$ cat config.mk
export PLATFORM = sky130hd
export DESIGN_NAME = vga_bounce_box
export DESIGN_NICKNAME = d
export VERILOG_FILES = /design/src/rtl/vga_bounce_box.sv
export SDC_FILE = /design/constraint.sdc
export NUM_CORES = 1
export LEC_CHECK = 0
export ABC_AREA = 1
export BUFFER_PORTS_ARGS = -buffer_cell sky130_fd_sc_hd__buf_2
export CAP_MARGIN = 20
export CORE_UTILIZATION = 58
export DETAILED_ROUTE_END_ITERATION = 12
export GPL_TIMING_DRIVEN = 0
export PLACE_DENSITY = 0.92
export SETUP_SLACK_MARGIN = 0.5
export SYNTH_ARGS = -nofsm -noshare
export SYNTH_HDL_FRONTEND = slang
export SYNTH_SLANG_ARGS = --single-unit
$ cat constraint.sdc
create_clock -name clk -period 2.8 [get_ports clk]
set_clock_uncertainty 0.15 [all_clocks]
set_input_delay 0.14 -clock clk [delete_from_list [all_inputs] [get_ports clk]]
set_output_delay 0.14 -clock clk [all_outputs]
set_load 0.01 [all_outputs]
$ cat src/rtl/vga_bounce_box.sv
// vga_bounce_box: bouncing square image source for a VGA raster.
// Motion and flash state advance once per frame during vertical blanking.
module vga_bounce_box #(
  parameter int          H_ACTIVE     = 640,
  parameter int          V_ACTIVE     = 480,
  parameter int          BOX_SIZE     = 32,
  parameter int          STEP_X       = 2,
  parameter int          STEP_Y       = 1,
  parameter int          FLASH_FRAMES = 8,
  parameter logic [11:0] BOX_RGB      = 12'hF80,
  parameter logic [11:0] FLASH_RGB    = 12'hFFF,
  parameter logic [11:0] BG_RGB       = 12'h008
) (
  input  logic        clk,
  input  logic        i_sclr,
  input  logic        i_px_clk,
  input  logic        i_haddr_en,
  input  logic [9:0]  i_hidx,
  input  logic        i_vaddr_en,
  input  logic [8:0]  i_vidx,
  input  logic        i_pause,
  output logic [3:0]  o_vga_red,
  output logic [3:0]  o_vga_green,
  output logic [3:0]  o_vga_blue,
  output logic        o_bounce,
  output logic [15:0] o_frame_cnt
);

  localparam int X_MAX = H_ACTIVE - BOX_SIZE;
  localparam int Y_MAX = V_ACTIVE - BOX_SIZE;
  localparam int FW    = $clog2(FLASH_FRAMES + 1);

  typedef enum logic {
    S_DRAW,
    S_UPDATE
  } state_t;

  state_t         r_state;
  logic [9:0]     r_box_x;
  logic [8:0]     r_box_y;
  logic           r_dir_x;
  logic           r_dir_y;
  logic [FW-1:0]  r_flash_cnt;
  logic           r_vaddr_en_d;
  logic [15:0]    r_frame_cnt;
  logic           r_bounce;
  logic [11:0]    r_rgb;

  state_t         w_state_nxt;
  logic [9:0]     w_box_x_nxt;
  logic [8:0]     w_box_y_nxt;
  logic           w_dir_x_nxt;
  logic           w_dir_y_nxt;
  logic [FW-1:0]  w_flash_nxt;
  logic           w_bounce_nxt;
  logic           w_frame_inc;
  logic           w_hit_x;
  logic           w_hit_y;

  logic           w_frame_end;
  logic           w_active;
  logic           w_inside;
  logic [10:0]    w_x11;
  logic [10:0]    w_y11;
  logic [10:0]    w_h11;
  logic [10:0]    w_v11;
  logic [10:0]    w_x_plus;
  logic [10:0]    w_y_plus;

  assign w_frame_end = r_vaddr_en_d & ~i_vaddr_en;
  assign w_active    = i_haddr_en & i_vaddr_en;

  assign w_x11    = {1'b0, r_box_x};
  assign w_y11    = {2'b0, r_box_y};
  assign w_h11    = {1'b0, i_hidx};
  assign w_v11    = {2'b0, i_vidx};
  assign w_x_plus = w_x11 + 11'(STEP_X);
  assign w_y_plus = w_y11 + 11'(STEP_Y);

  assign w_inside = (w_h11 >= w_x11)
                  & (w_h11 < w_x11 + 11'(BOX_SIZE))
                  & (w_v11 >= w_y11)
                  & (w_v11 < w_y11 + 11'(BOX_SIZE));

  // Next-state logic: frame detection and once-per-frame motion update
  always_comb begin
    w_state_nxt  = r_state;
    w_box_x_nxt  = r_box_x;
    w_box_y_nxt  = r_box_y;
    w_dir_x_nxt  = r_dir_x;
    w_dir_y_nxt  = r_dir_y;
    w_flash_nxt  = r_flash_cnt;
    w_bounce_nxt = 1'b0;
    w_frame_inc  = 1'b0;
    w_hit_x      = 1'b0;
    w_hit_y      = 1'b0;
    unique case (r_state)
      S_DRAW: begin
        if (w_frame_end) begin
          w_state_nxt = S_UPDATE;
          w_frame_inc = 1'b1;
        end
      end
      S_UPDATE: begin
        w_state_nxt = S_DRAW;
        if (r_flash_cnt != '0) begin
          w_flash_nxt = r_flash_cnt - FW'(1);
        end
        if (!i_pause) begin
          if (r_dir_x) begin
            if (w_x_plus >= 11'(X_MAX)) begin
              w_box_x_nxt = 10'(X_MAX);
              w_dir_x_nxt = 1'b0;
              w_hit_x     = 1'b1;
            end else begin
              w_box_x_nxt = w_x_plus[9:0];
            end
          end else begin
            if (w_x11 <= 11'(STEP_X)) begin
              w_box_x_nxt = '0;
              w_dir_x_nxt = 1'b1;
              w_hit_x     = 1'b1;
            end else begin
              w_box_x_nxt = r_box_x - 10'(STEP_X);
            end
          end
          if (r_dir_y) begin
            if (w_y_plus >= 11'(Y_MAX)) begin
              w_box_y_nxt = 9'(Y_MAX);
              w_dir_y_nxt = 1'b0;
              w_hit_y     = 1'b1;
            end else begin
              w_box_y_nxt = w_y_plus[8:0];
            end
          end else begin
            if (w_y11 <= 11'(STEP_Y)) begin
              w_box_y_nxt = '0;
              w_dir_y_nxt = 1'b1;
              w_hit_y     = 1'b1;
            end else begin
              w_box_y_nxt = r_box_y - 9'(STEP_Y);
            end
          end
          if (w_hit_x | w_hit_y) begin
            w_bounce_nxt = 1'b1;
            w_flash_nxt  = FW'(FLASH_FRAMES);
          end
        end
      end
    endcase
  end

  // State, motion and frame-counter registers
  always_ff @(posedge clk) begin
    if (i_sclr) begin
      r_state      <= S_DRAW;
      r_box_x      <= '0;
      r_box_y      <= '0;
      r_dir_x      <= 1'b1;
      r_dir_y      <= 1'b1;
      r_flash_cnt  <= '0;
      r_vaddr_en_d <= 1'b0;
      r_frame_cnt  <= '0;
      r_bounce     <= 1'b0;
    end else begin
      r_state      <= w_state_nxt;
      r_box_x      <= w_box_x_nxt;
      r_box_y      <= w_box_y_nxt;
      r_dir_x      <= w_dir_x_nxt;
      r_dir_y      <= w_dir_y_nxt;
      r_flash_cnt  <= w_flash_nxt;
      r_vaddr_en_d <= i_vaddr_en;
      r_bounce     <= w_bounce_nxt;
      if (w_frame_inc) begin
        r_frame_cnt <= r_frame_cnt + 16'd1;
      end
    end
  end

  // Pixel colour register, advanced on each pixel enable; blanking is black
  always_ff @(posedge clk) begin
    if (i_sclr) begin
      r_rgb <= '0;
    end else if (i_px_clk) begin
      if (!w_active) begin
        r_rgb <= '0;
      end else if (w_inside) begin
        r_rgb <= (r_flash_cnt != '0) ? FLASH_RGB : BOX_RGB;
      end else begin
        r_rgb <= BG_RGB;
      end
    end
  end

  assign o_vga_red   = r_rgb[11:8];
  assign o_vga_green = r_rgb[7:4];
  assign o_vga_blue  = r_rgb[3:0];
  assign o_bounce    = r_bounce;
  assign o_frame_cnt = r_frame_cnt;

endmodule
After elaboration in Yosys (flattened, before gate mapping). Cells that the tools add are included.

Register bits: 56. Bits in latches: 0. Memory bits (writable): 0. ROM bits: 0. Logic and storage cells: 68. Memories kept: 0.

$add $sub $neg: 8. $mul: 0. Div/mod/pow operators: 0. Order comparisons: 8. Eq/ne operators: 0. Shift operators: 0. Multiplexer cells: 30. Bitwise gates (word level): 9. Reduce and logical (&&, ||, !) cells: 3.

Operator list (number): two-way mux 10 bit (3); two-way mux 9 bit (3); two-way mux 12 bit (2); two-way mux 1 bit (17); adder 16 x 1 -> 16 bit, second input constant (1); two-way mux 4 bit (3); adder 10 x 2 -> 11 bit, second input constant (1); adder 10 x 6 -> 11 bit, second input constant (1); >= comparator 11 x 10 -> 1 bit, second input constant (1); less-than comparator 10 x 11 -> 1 bit (1); adder 9 x 1 -> 10 bit, second input constant (1); adder 9 x 6 -> 10 bit, second input constant (1); >= comparator 10 bit (1); >= comparator 10 x 9 -> 1 bit, second input constant (1); <= comparator 10 x 2 -> 1 bit, second input constant (1); less-than comparator 9 x 10 -> 1 bit (1); subtractor 10 x 2 -> 10 bit, second input constant (1); >= comparator 9 bit (1); <= comparator 9 x 1 -> 1 bit, second input constant (1); subtractor 9 x 1 -> 9 bit, second input constant (1); two-way mux 7 bit (1); AND 1 bit (5); nonzero test 4 bit (1); subtractor 4 x 1 -> 4 bit, second input constant (1); other kinds (5) (7).

Depth between registers and ports, before layout. Gate-level depths: netlist of run 1.

Depth in word-level cells: 9. Mapped depth: 14. Depth with buffers taken out: 14.

Worst setup path before layout of run 1. OpenSTA, ideal clock, no wires.

Path type: reg-to-reg. Start: reg r_box_x[5]. End: reg r_rgb[6]. Library setup time: 68 ps. Arrival: 1845 ps. Data required time: 2582 ps. Path slack: 737 ps. Stages on the path, launching flop included: 14. Buffers on the path: 0. Cells stage by stage: dfxtp_1 -> inv_2 -> ha_1 -> inv_1 -> ha_1 -> nand2_1 -> nor2_1 -> nor2_1 -> nand3_1 -> nand2_1 -> nand4_1 -> nor2_2 -> nand3_2 -> a21oi_2.

Longest elaborated chain between the ends: 7. Elaborated cells on any way between the ends: 8.

RTL lines: from (decl) (line 39) `logic [9:0] r_box_x;`; from (signal assigned) (line 167) `r_box_x <= w_box_x_nxt;`; adder 10 x 6 -> 11 bit (line 81) `& (w_h11 < w_x11 + 11'(BOX_SIZE))`; less-than comparator 10 x 11 -> 1 bit (line 81); AND 1 bit * (line 81); AND 1 bit * (line 82) `& (w_v11 >= w_y11)`; AND 1 bit * (line 83) `& (w_v11 < w_y11 + 11'(BOX_SIZE));`; two-way mux 12 bit * (line 187) `end else if (w_inside) begin`; two-way mux 12 bit * (line 185) `if (!w_active) begin`; to (signal assigned) (line 188) `r_rgb <= (r_flash_cnt != '0) ? FLASH_RGB : BOX_RGB;`; to (decl) (line 47) `logic [11:0] r_rgb;`.

Mark *: on every way between the ends. The rest lies on a longest branch, timed or not. A chain may end at the register's enable or synchronous reset.

Final worst setup path of run 1.
Start: reg r_box_x[6]. End: reg r_rgb[3].

The elaborated chain is that of the path after synthesis.

==> results.tsv, run 1 <==
stage	metric	value	unit
status	outcome	complete, no violations	
sta	hold_ws	0.0344	ns
critical_path	critical_path_peak_fanout	6	
yosys	synthCells	548	
die	fp.coreArea	0.00631	mm^2
sta	rsz0062_at_grt	yes	
power_and_ir_drop	swShare	29.6	%
critical_path	required	2.82	ns
power_and_ir_drop	p_sw	390	uW
yosys	syn-num-nets	612	
clocking	clock-root-buffer	clkbuf_8	
final_layout	multi_input_area	0.00252	mm^2
critical_path	worstSetupStartpointType	flip-flop	
yosys	syn_area_per_cell	6.89	um^2
drt	final_antenna_net_count	0	
placed_design	place.gp.congestion	0.974	
die	rows	29	
final_layout	final_area	0.00438	mm^2
critical_path	criticalPathCategory	flip-flop to flip-flop	
drt	routed_via_density	5.63	
critical_path	r2r_slack	0.60	ns
global_route	grt_pass1_wl	15100	um
drt	drt-total-wl	9650	um
yosys	yosysSeqAreaShare	24.4	%
power_and_ir_drop	p_comb_share	17.0	%
final_layout	final_nets	676	
placed_design	hpwlAfterDp	7270	um
critical_path	critPathArrivalTime	2.22	ns
drt	wire_per_inst	14.0	um
min_path	hold_path_class	input pin to flip-flop	
drt	drc_errors	0	
clocking	cts_tree	done	
sta	timing.setup.tns	0	ns
clocking	clkLatencyLatePin	0.31	ns
power_and_ir_drop	power_frac_seq	50.9	%
clocking	htreeDepth	2	
sta	setup_viol	0	
power_and_ir_drop	powerDensity	301	mW/mm^2
yosys	yosys_warnings	0	
final_layout	fin_util	69.3	%
final_layout	syn_to_final_growth	15.9	%
die	die_w	82.7	um
clocking	path_clk_slew	0.10	ns
sta	slew_headroom	55.8	%
yosys	synth_cell_type_count	43	
global_route	grt-ovfl-total	0	
global_route	grt_pass1_vias	3481	
job	cap_violations	0	
sta	fmax	455	MHz
yosys	synth_area	0.00378	mm^2
final_layout	diodes	0	
drt	first_pass_iters	5	
power_and_ir_drop	vdd_ir_drop_max	266	uV
critical_path	crit_path_end_kind	flip-flop	
final_layout	drive_gt1_share	24.8	%
die	die_y	82.7	um
sta	drv_slew	0	
global_route	grt_use_total	28.7	%
yosys	synth_seq_cells	46	
final_layout	nFillCells	529	
yosys	synth_edf_count	0	
sta	fin_crit_sh	78.5	%
final_layout	seq_area	933	um^2
placed_design	placed_area	0.00413	mm^2
global_route	grt_max_degree	16	
clocking	cts_sinks	46	
power_and_ir_drop	p_leak	0.00203	uW
global_route	antenna_found_initial	0	
sta	hold_viol_final	0	
power_and_ir_drop	internal_power	927	uW
clocking	cts_buffers	5	
drt	vias	3882	
yosys	ys.flop_type	dfxtp_1	
drt	drt_iter0_drc	245	
sta	worst_slew_pin_slew	0.664	ns
sta	finalCriticalPeriod	2.20	ns
die	start_util	59.8	%
die	die-area	0.00684	mm^2
power_and_ir_drop	clkPwrFrac	32.1	%
placed_design	portBuffers	52	
die	ios	54	
yosys	async_flop_share	0	%
clocking	clk_path_buf_depth	2	
==> power groups by stage <==
stage | Sequential (uW) | Combinational (uW) | Clock [uW]
finish | 670 | 224 | 423
global route | 671 | 253 | 454
CTS | 670 | 209 | 424
detailed placement | 687 | 204 | 0
global placement | 686 | 194 | 0
floorplan | 686 | 143 | 0
==> placed cells by master (no fill, tap or decap), types with 5 or more instances in the layout <==
master,synthesis,layout
a21oi_1,47,45
a21oi_2,5,7
a31oi_1,5,5
buf_2,2,54
buf_4,12,13
clkbuf_1,6,6
clkbuf_8,0,5
dfxtp_1,46,40
ha_1,39,35
inv_1,60,57
inv_2,11,12
nand2_1,101,99
nand2_2,9,10
nand3_1,41,38
nand3_2,7,10
nand4_1,7,7
nor2_1,50,49
nor2_2,8,7
o21ai_0,27,27
o21ai_1,6,6
xor2_1,19,19
==> metal layers <==
metal	GRT usage [%]	share of wire (%)
met3	5.93	4.8
met1	33.4	42
met5	0	0
met4	11.2	2.5
met2	51.2	51
==> worst paths after layout <==
path                                   endpoint  cells after the start            start
worst min-delay path            o_frame_cnt[12]                      3           i_sclr
worst max-delay path                   r_rgb[3]                     13       r_box_x[6]
worst max register to register         r_rgb[3]                     13       r_box_x[6]
worst min register to register  o_frame_cnt[15]                      2  o_frame_cnt[15]
==> sequential cells by signal, summed over array words and instances (netlist names) <==
register	flops
r_box_x	9
r_box_y	9
o_bounce	1
r_dir_x	1
r_state	1
r_vaddr_en_d	1
r_rgb	3
r_flash_cnt	4
o_frame_cnt	16
r_dir_y	1
==> kinds of logic (layout without fill, tap and decap cells) <==
family          after synthesis  count (layout)  synth area share [%]
flops                        46              46                  24.4
fa+ha+maj                    39              39                  12.9
buf+inv                      94             159                  11.0
xor+xnor                     21              21                  4.87
simple gates                243             243                  31.2
compound gates              105             105                  15.6
==> layout make-up <==
cell class / count / area share (%)
multi-input cells: 408 / 57.7
inverters: 72 / 6.34
plain buffers: 22 / 3.40
well taps: 77 / 2.20
clock buffers: 5 / 1.57
clock inverters: 3 / 0.486
repair buffers: 57 / 7.00
flip-flops and latches: 46 / 21.3
==> cell usage after synthesis (3+ instances only) <==
master	instances	share of area, %
nand4_1	7	1.2
o21a_1	3	0.60
a21oi_1	47	6.2
nor2_1	50	5.0
o21ai_1	6	0.79
o211ai_1	3	0.60
o21ai_0	27	3.6
nand3_2	7	1.9
ha_1	39	13
nor2_2	8	1.3
a21oi_2	5	1.2
buf_4	12	2.4
nand2_1	101	10
xor2_1	19	4.4
inv_2	11	1.1
nor3_1	3	0.40
inv_1	60	6.0
nand2_2	9	1.5
clkbuf_1	6	0.60
dfxtp_1	46	24
nor3b_1	3	0.60
a31oi_1	5	0.83
nand3_1	41	5.4
==> worst max-delay path, cell delays in order, from the launching register on <==
cell and delay, ns:
dfxtp_4 0.40, buf_6 0.11, nand2_4 0.05, nor2_4 0.13, xor2_1 0.16, ha_1 0.27, a21oi_2 0.14, nor2_1 0.05
a21oi_2 0.12, nand3_1 0.10, nor2_2 0.15, nand3_2 0.11, nand2_2 0.07, a21oi_2 0.04
==> through the flow <==
| stage | instances | worst slack (ns) | total power [uW] |
|---|---|---|---|
| 2_1_floorplan | 548 | 0.737 | 829 |
| 3_3_place_gp | 677 | 0.366 | 880 |
| 3_5_place_dp | 677 | 0.324 | 891 |
| 4_1_cts | 688 | 0.506 | 1300 |
| 5_1_grt | 690 | 0.459 | 1380 |
| 6_report | 690 | 0.602 | 1320 |
==> repair_timing <==
item	CTS	global route
setup buffers	1	2
endpoints found under the setup margin	3	3
resized for setup	5	24
cloned	0	0
hold endpoints to repair	4	0
pin swaps	0	12
hold buffers	2	0
(Power assumes the default switching activity.)
==> inputs of run 2 (changes only) <==
Settings changed: CORE_UTILIZATION 58 to 53, PLACE_DENSITY 0.92 to 0.89.
Clock period 2.8 ns to 1.8 ns, I/O delays scaled along.
==> run 2 against run 1 <==
Effect of this change: the run now ends with setup timing left; sequential cell count unchanged; sequential share of layout area decreased by 4.1 points; cell area increased by 29%; first-iteration DRC count increased by 76%; non-clock buffer count increased by 57.
==> results.tsv, run 2 (synthesized netlist as in run 1, its figures left out) <==
stage	metric	value	unit	change
sta	finalCriticalPeriod	2.28	ns	was 2.20 ns
power_and_ir_drop	vdd_ir_drop_max	396	uV	was 266 uV
final_layout	largest_reg_flops	16		unchanged
power_and_ir_drop	p_leak	0.00252	uW	was 0.00203 uW
die	die_w	86.4	um	was 82.7 um
critical_path	critPathArrivalTime	2.29	ns	was 2.22 ns
sta	worst_slew_pin_slew	0.648	ns	was 0.664 ns
sta	rsz0062_at_grt	yes		unchanged
final_layout	diodes	0		unchanged
final_layout	final_nets	733		was 676
drt	final_antenna_net_count	0		unchanged
final_layout	fin_util	82.6	%	was 69.3%
clocking	cts_tree	done		unchanged
global_route	grt-ovfl-total	0		unchanged
drt	wire_per_inst	18.4	um	was 14.0 um
critical_path	crit_slowest_cell	dfxtp_4		unchanged
final_layout	final_cell_mix	79 x nand2_1, 52 x buf_2, 49 x buf_4, 46 x inv_1, 35 x nor2_1		was 99 x nand2_1, 57 x inv_1, 54 x buf_2, 49 x nor2_1, 45 x a21oi_1
critical_path	reg2reg_to	r_rgb[3]		unchanged
die	start_util	55.3	%	was 59.8%
sta	hold_viol_final	0		unchanged
min_path	min_from	i_pause		was i_sclr
placed_design	placed_cells	696		was 677
sta	slew_headroom	56.8	%	was 55.8%
die	fp.coreArea	0.00683	mm^2	was 0.00631 mm^2
final_layout	layout_commonest_cell	nand2_1		unchanged
critical_path	path_cells	ha_4 -> xnor2_1 -> ha_1 -> a21oi_1 -> o21ai_0 -> inv_1 -> nand3_2 -> inv_2 -> nand3_1 -> nand2_1 -> a21oi_1		was buf_6 -> nand2_4 -> nor2_4 -> xor2_1 -> ha_1 -> a21oi_2 -> nor2_1 -> a21oi_2 -> nand3_1 -> nor2_2 -> nand3_2 -> nand2_2 -> a21oi_2
sta	setup_viol	27		was 0
drt	vias	4698		was 3882
critical_path	r2r_slack	-0.48	ns	was 0.60 ns
final_layout	stdcell_count	766		was 690
clocking	clock-root-buffer	clkbuf_8		unchanged
global_route	antenna_found_initial	0		unchanged
sta	fin_crit_sh	126	%	was 78.5%
critical_path	r2r_start	r_box_y[6]		was r_box_x[6]
min_path	hold_path_class	input pin to flip-flop		unchanged
die	ios	54		unchanged
clocking	htreeDepth	2		unchanged
drt	drt_iter0_drc	432		was 245
final_layout	syn_to_final_growth	49.5	%	was 15.9%
drt	drc_errors	0		unchanged
placed_design	place.gp.congestion	0.911		was 0.974
global_route	grt_max_degree	15		was 16
clocking	path_clk_slew	0.10	ns	about the same
clocking	cts_sinks	46		unchanged
min_path	min_to	r_flash_cnt[2]		was o_frame_cnt[12]
status	violations	setup timing		
sta	drv_slew	0		unchanged
critical_path	criticalPathCategory	flip-flop to flip-flop		unchanged
die	die_y	86.4	um	was 82.7 um
final_layout	drive_gt1_share	47.6	%	was 24.8%
sta	worst_slack	-0.476	ns	was 0.602 ns
placed_design	hpwlAfterDp	7500	um	was 7270 um
placed_design	portBuffers	52		unchanged
drt	drt-total-wl	14100	um	was 9650 um
critical_path	crit_path_end_kind	flip-flop		unchanged
sta	hold_ws	0.0113	ns	was 0.0344 ns
power_and_ir_drop	powerDensity	422	mW/mm^2	was 301 mW/mm^2
clocking	clkLatencyLatePin	0.32	ns	was 0.31 ns
drt	routed_via_density	6.13		was 5.63
die	die-area	0.00747	mm^2	was 0.00684 mm^2
sta	fmax	439	MHz	was 455 MHz
global_route	grt_pass1_wl	19400	um	was 15100 um
clocking	cts_buffers	5		unchanged
die	rows	30		was 29
global_route	grt_use_total	32.6	%	was 28.7%
drt	first_pass_iters	6		was 5
critical_path	crit_top_cell	a21oi_1		was a21oi_2
critical_path	worstSetupStartpointType	flip-flop		unchanged
power_and_ir_drop	total_power	2380	uW	was 1320 uW
critical_path	critical_path_peak_fanout	6		unchanged
min_path	whs_path_depth	5		was 3
critical_path	slowest_delay	0.40	ns	about the same
status	outcome	complete, but fails checks		was complete, no violations
job	cap_violations	0		unchanged
global_route	grt_pass1_vias	4312		was 3481
clocking	clk_path_buf_depth	2		unchanged
critical_path	rr_worst_depth	11		was 13
critical_path	required	1.81	ns	was 2.82 ns
[run 2: changes by cell type in the layout (fill, tap and decap cells not counted), moves of 12 or more]
cell     delta
a21oi_1    -14
a21oi_2    +13
buf_4      +36
buf_6      +21
dfxtp_1    -13
nand2_1    -20
nand2_2    +14
nand3_1    -15
nand3_4    +12
nor2_1     -14
[run 2: worst max path at each step]
| stage | startpoint | end | slack, ns | depth (start not counted) |
|---|---|---|---|---|
| after floorplan | r_box_x[7] | r_rgb[6] | -0.11 | 12 |
| after global placement | r_box_y[8] | r_rgb[6] | -0.45 | 10 |
| after detailed placement | r_box_y[8] | r_rgb[3] | -0.51 | 11 |
| after CTS | r_box_x[7] | r_rgb[3] | -0.37 | 13 |
| after global routing | r_box_x[6] | r_rgb[6] | -0.52 | 11 |
| final | r_box_y[6] | r_rgb[3] | -0.48 | 11 |
[run 2: where the power goes]
| part | total [uW] | internal (uW) | switching [uW] |
|---|---|---|---|
| Clock | 877 | 481 | 396 |
| Sequential | 1040 | 1020 | 18.1 |
| Combinational | 468 | 195 | 273 |
| Total | 2380 | 1700 | 687 |
[run 2: final cells by class]
cell class	instances	area (um^2)
Fill cell	396	1190
Inverter	72	310
Buffer	22	160
Timing Repair Buffer	114	833
Sequential cell	46	970
Tap cell	96	120
Multi-Input combinational cell	408	3120
Clock buffer	8	133
[run 2: metrics by stage]
| step | area (um^2) | TNS, ns | worst slack, ns |
|---|---|---|---|
| finish | 5650 | -5.34 | -0.476 |
| global route | 5650 | -6.85 | -0.518 |
| CTS | 5270 | -1.39 | -0.373 |
| detailed placement | 4490 | -1.51 | -0.510 |
| global placement | 4490 | -1.31 | -0.453 |
| floorplan | 4110 | -0.269 | -0.108 |
[run 2: worst max-delay path: cells and delay by family (launching register included)]
family                     cells  cell delay, ns
xor gates and xnor gates       1            0.21
adders and majority gates      2            0.49
and+or+nand+nor                3            0.36
buffers and inverters          2            0.17
AOI/OAI and AO/OA              3            0.35
DFF                            1            0.40
[run 2: metal layers]
layer | part of all wire, % | vias up | track usage [%]
met2 | 48 | 327 | 58.4
met1 | 36 | 2190 | 37.0
met4 | 6.8 | 0 | 17.6
li1 | - | 2051 | -
met3 | 8.4 | 130 | 5.52
met5 | 0 | - | 0
[run 2: timing repair]
| action | CTS | global route |
|---|---|---|
| pin swaps | 39 | 24 |
| gates resized for setup | 68 | 68 |
| endpoints found under the hold margin | 5 | 0 |
| setup buffers | 46 | 14 |
| hold buffers | 2 | 0 |
| endpoints found under the setup margin | 40 | 47 |
==> inputs of run 3 (changes only) <==
Settings changed: CORE_UTILIZATION 53 to 58, PLACE_DENSITY 0.89 to 0.92.
Clock period 1.8 ns to 2.3 ns, I/O delays scaled along.
==> run 3 against run 2 <==
Effect of this change: the flow now finishes without violations; cell area down 10%; non-clock buffer count is 28 lower; fmax increased by 2.0%; global-route usage shrank 3.8 points; register-to-register slack better by 0.54 ns; clock power decreased by 27%; critical endpoint unchanged; largest power group unchanged.
==> results.tsv, run 3 (synthesized netlist as in run 1, its figures left out) <==
stage	metric	value	unit	change
final_layout	largest_reg_flops	16		unchanged
drt	top_layer_used	met4		unchanged
critical_path	required	2.31	ns	was 1.81 ns
drt	dr_wl_met3	1020	um	was 1190 um
global_route	grt_pass1_wl	15300	um	was 19400 um
sta	slew_headroom	56.9	%	was 56.8%
placed_design	place.gp.congestion	0.934		was 0.911
sta	worst_slack	0.0678	ns	was -0.476 ns
clocking	htreeDepth	2		unchanged
drt	drt-met1-wl	4620	um	was 5110 um
sta	fin_crit_sh	97.1	%	was 126%
clocking	clock-root-buffer	clkbuf_8		unchanged
final_layout	seq_area	958	um^2	was 970 um^2
placed_design	hpwlAfterDp	7150	um	was 7500 um
sta	finalCriticalPeriod	2.23	ns	was 2.28 ns
drt	dr_wl_met2	5790	um	was 6810 um
final_layout	diodes	0		unchanged
critical_path	criticalPathCategory	flip-flop to flip-flop		unchanged
critical_path	worstSetupStartpointType	flip-flop		unchanged
die	die_y	82.7	um	was 86.4 um
drt	drt_iter0_drc	480		was 432
critical_path	reg2reg_to	r_rgb[3]		unchanged
clocking	cts_sinks	46		unchanged
sta	setup_viol	0		was 27
min_path	whs_path_depth	3		was 5
clocking	path_clk_slew	0.10	ns	about the same
final_layout	layout_commonest_cell	nand2_1		unchanged
final_layout	syn_to_final_growth	34.5	%	was 49.5%
sta	fmax	448	MHz	was 439 MHz
drt	vias	4319		was 4698
final_layout	multi_input_area	0.00293	mm^2	was 0.00312 mm^2
clocking	cts_tree	done		unchanged
drt	drc_errors	0		unchanged
critical_path	rr_worst_depth	12		was 11
placed_design	portBuffers	52		unchanged
placed_design	pre_cts_ws	0.0510	ns	was -0.510 ns
die	start_util	59.8	%	was 55.3%
job	cap_violations	0		unchanged
die	die-area	0.00684	mm^2	was 0.00747 mm^2
sta	hold_ws	0.0227	ns	was 0.0113 ns
drt	first_pass_iters	6		unchanged
sta	drv_slew	0		unchanged
global_route	grt-ovfl-total	0		unchanged
min_path	min_to	o_frame_cnt[12]		was r_flash_cnt[2]
power_and_ir_drop	p_leak	0.00228	uW	was 0.00252 uW
min_path	hold_path_class	input pin to flip-flop		unchanged
min_path	min_from	i_sclr		was i_pause
global_route	grt_pass1_vias	3523		was 4312
critical_path	critPathArrivalTime	2.25	ns	was 2.29 ns
drt	wire_per_inst	16.5	um	was 18.4 um
drt	final_antenna_net_count	0		unchanged
critical_path	r2r_start	r_box_y[5]		was r_box_y[6]
clocking	clkLatencyLatePin	0.31	ns	was 0.32 ns
clocking	cts_buffers	5		unchanged
global_route	antenna_found_initial	0		unchanged
power_and_ir_drop	powerDensity	348	mW/mm^2	was 422 mW/mm^2
die	rows	29		was 30
drt	routed_via_density	6.01		was 6.13
status	outcome	complete, no violations		was complete, but fails checks
global_route	grt_use_total	28.9	%	was 32.6%
final_layout	final_cell_mix	86 x nand2_1, 54 x inv_1, 53 x buf_2, 40 x nor2_1, 39 x buf_4		was 79 x nand2_1, 52 x buf_2, 49 x buf_4, 46 x inv_1, 35 x nor2_1
drt	drt-total-wl	11800	um	was 14100 um
sta	hold_viol_final	0		unchanged
clocking	clk_path_buf_depth	2		unchanged
critical_path	critical_path_peak_fanout	7		was 6
sta	rsz0062_at_grt	yes		unchanged
critical_path	r2r_slack	0.07	ns	was -0.48 ns
final_layout	nFillCells	394		was 396
die	ios	54		unchanged
global_route	grt_max_degree	16		was 15
sta	worst_slew_pin_slew	0.647	ns	was 0.648 ns
power_and_ir_drop	vdd_ir_drop_max	426	uV	was 396 uV
final_layout	final_nets	705		was 733
die	fp.coreArea	0.00631	mm^2	was 0.00683 mm^2
final_layout	drive_gt1_share	38.6	%	was 47.6%
critical_path	crit_path_end_kind	flip-flop		unchanged
die	die_w	82.7	um	was 86.4 um
run 3: worst max-delay path, stage by stage, from the launching register on:
cell and delay, ns:
dfxtp_4 0.42, inv_2 0.10, ha_1 0.29, inv_1 0.05
ha_1 0.19, a21oi_1 0.18, o21ai_0 0.16, inv_1 0.10
nand3_2 0.14, inv_1 0.08, nand3_1 0.09, nand2_1 0.08
a21oi_1 0.05
run 3: worst max path at each step:
stage,start,end,slack [ns],cells after the start
3_5_place_dp,r_box_x[1],r_rgb[3],0.05,13
5_1_grt,r_box_y[7],r_rgb[3],-0.08,13
2_1_floorplan,r_box_x[5],r_rgb[6],0.39,11
3_3_place_gp,r_box_x[1],r_rgb[6],0.11,12
4_1_cts,r_box_x[6],r_rgb[6],0.19,11
6_report,r_box_y[5],r_rgb[3],0.07,12
run 3: stage by stage:
step                      setup TNS [ns]  cells  area [um^2]  utilization (%)  total power (uW)
after global placement                 0    677         4200             66.5              1080
final                                  0    719         5080             80.5              1770
after CTS                              0    705         4570             72.5              1710
after detailed placement               0    677         4200             66.5              1090
after floorplan                        0    548         3840                -              1010
after global routing              -0.166    719         5080             80.5              1830
run 3: report_power, final:
group,total [uW],switching (uW),internal (uW)
Clock,637,312,325
Combinational,320,190,129
Sequential,813,13.0,800
Total,1770,516,1250
run 3: repair_timing:
action / 4_1_cts / 5_1_grt
hold endpoints to repair: 7 / 0
pin swaps: 16 / 37
endpoints found under the setup margin: 29 / 35
gates resized for setup: 36 / 94
hold buffers: 3 / 0
buffers inserted: 17 / 14
run 3: per-layer routing:
layer | GRT usage (%) | vias up
met5 | 0 | -
met3 | 4.18 | 65
met1 | 35.6 | 1968
li1 | - | 1997
met4 | 7.59 | 0
met2 | 52.0 | 289
run 3: cell type report:
type	count	area share, %
flip-flops and latches	46	18.9
plain buffers	22	3.00
multi-input cells	408	57.7
repair buffers	86	10.6
clock inverters	3	0.862
clock buffers	5	1.35
well taps	77	1.90
inverters	72	5.69
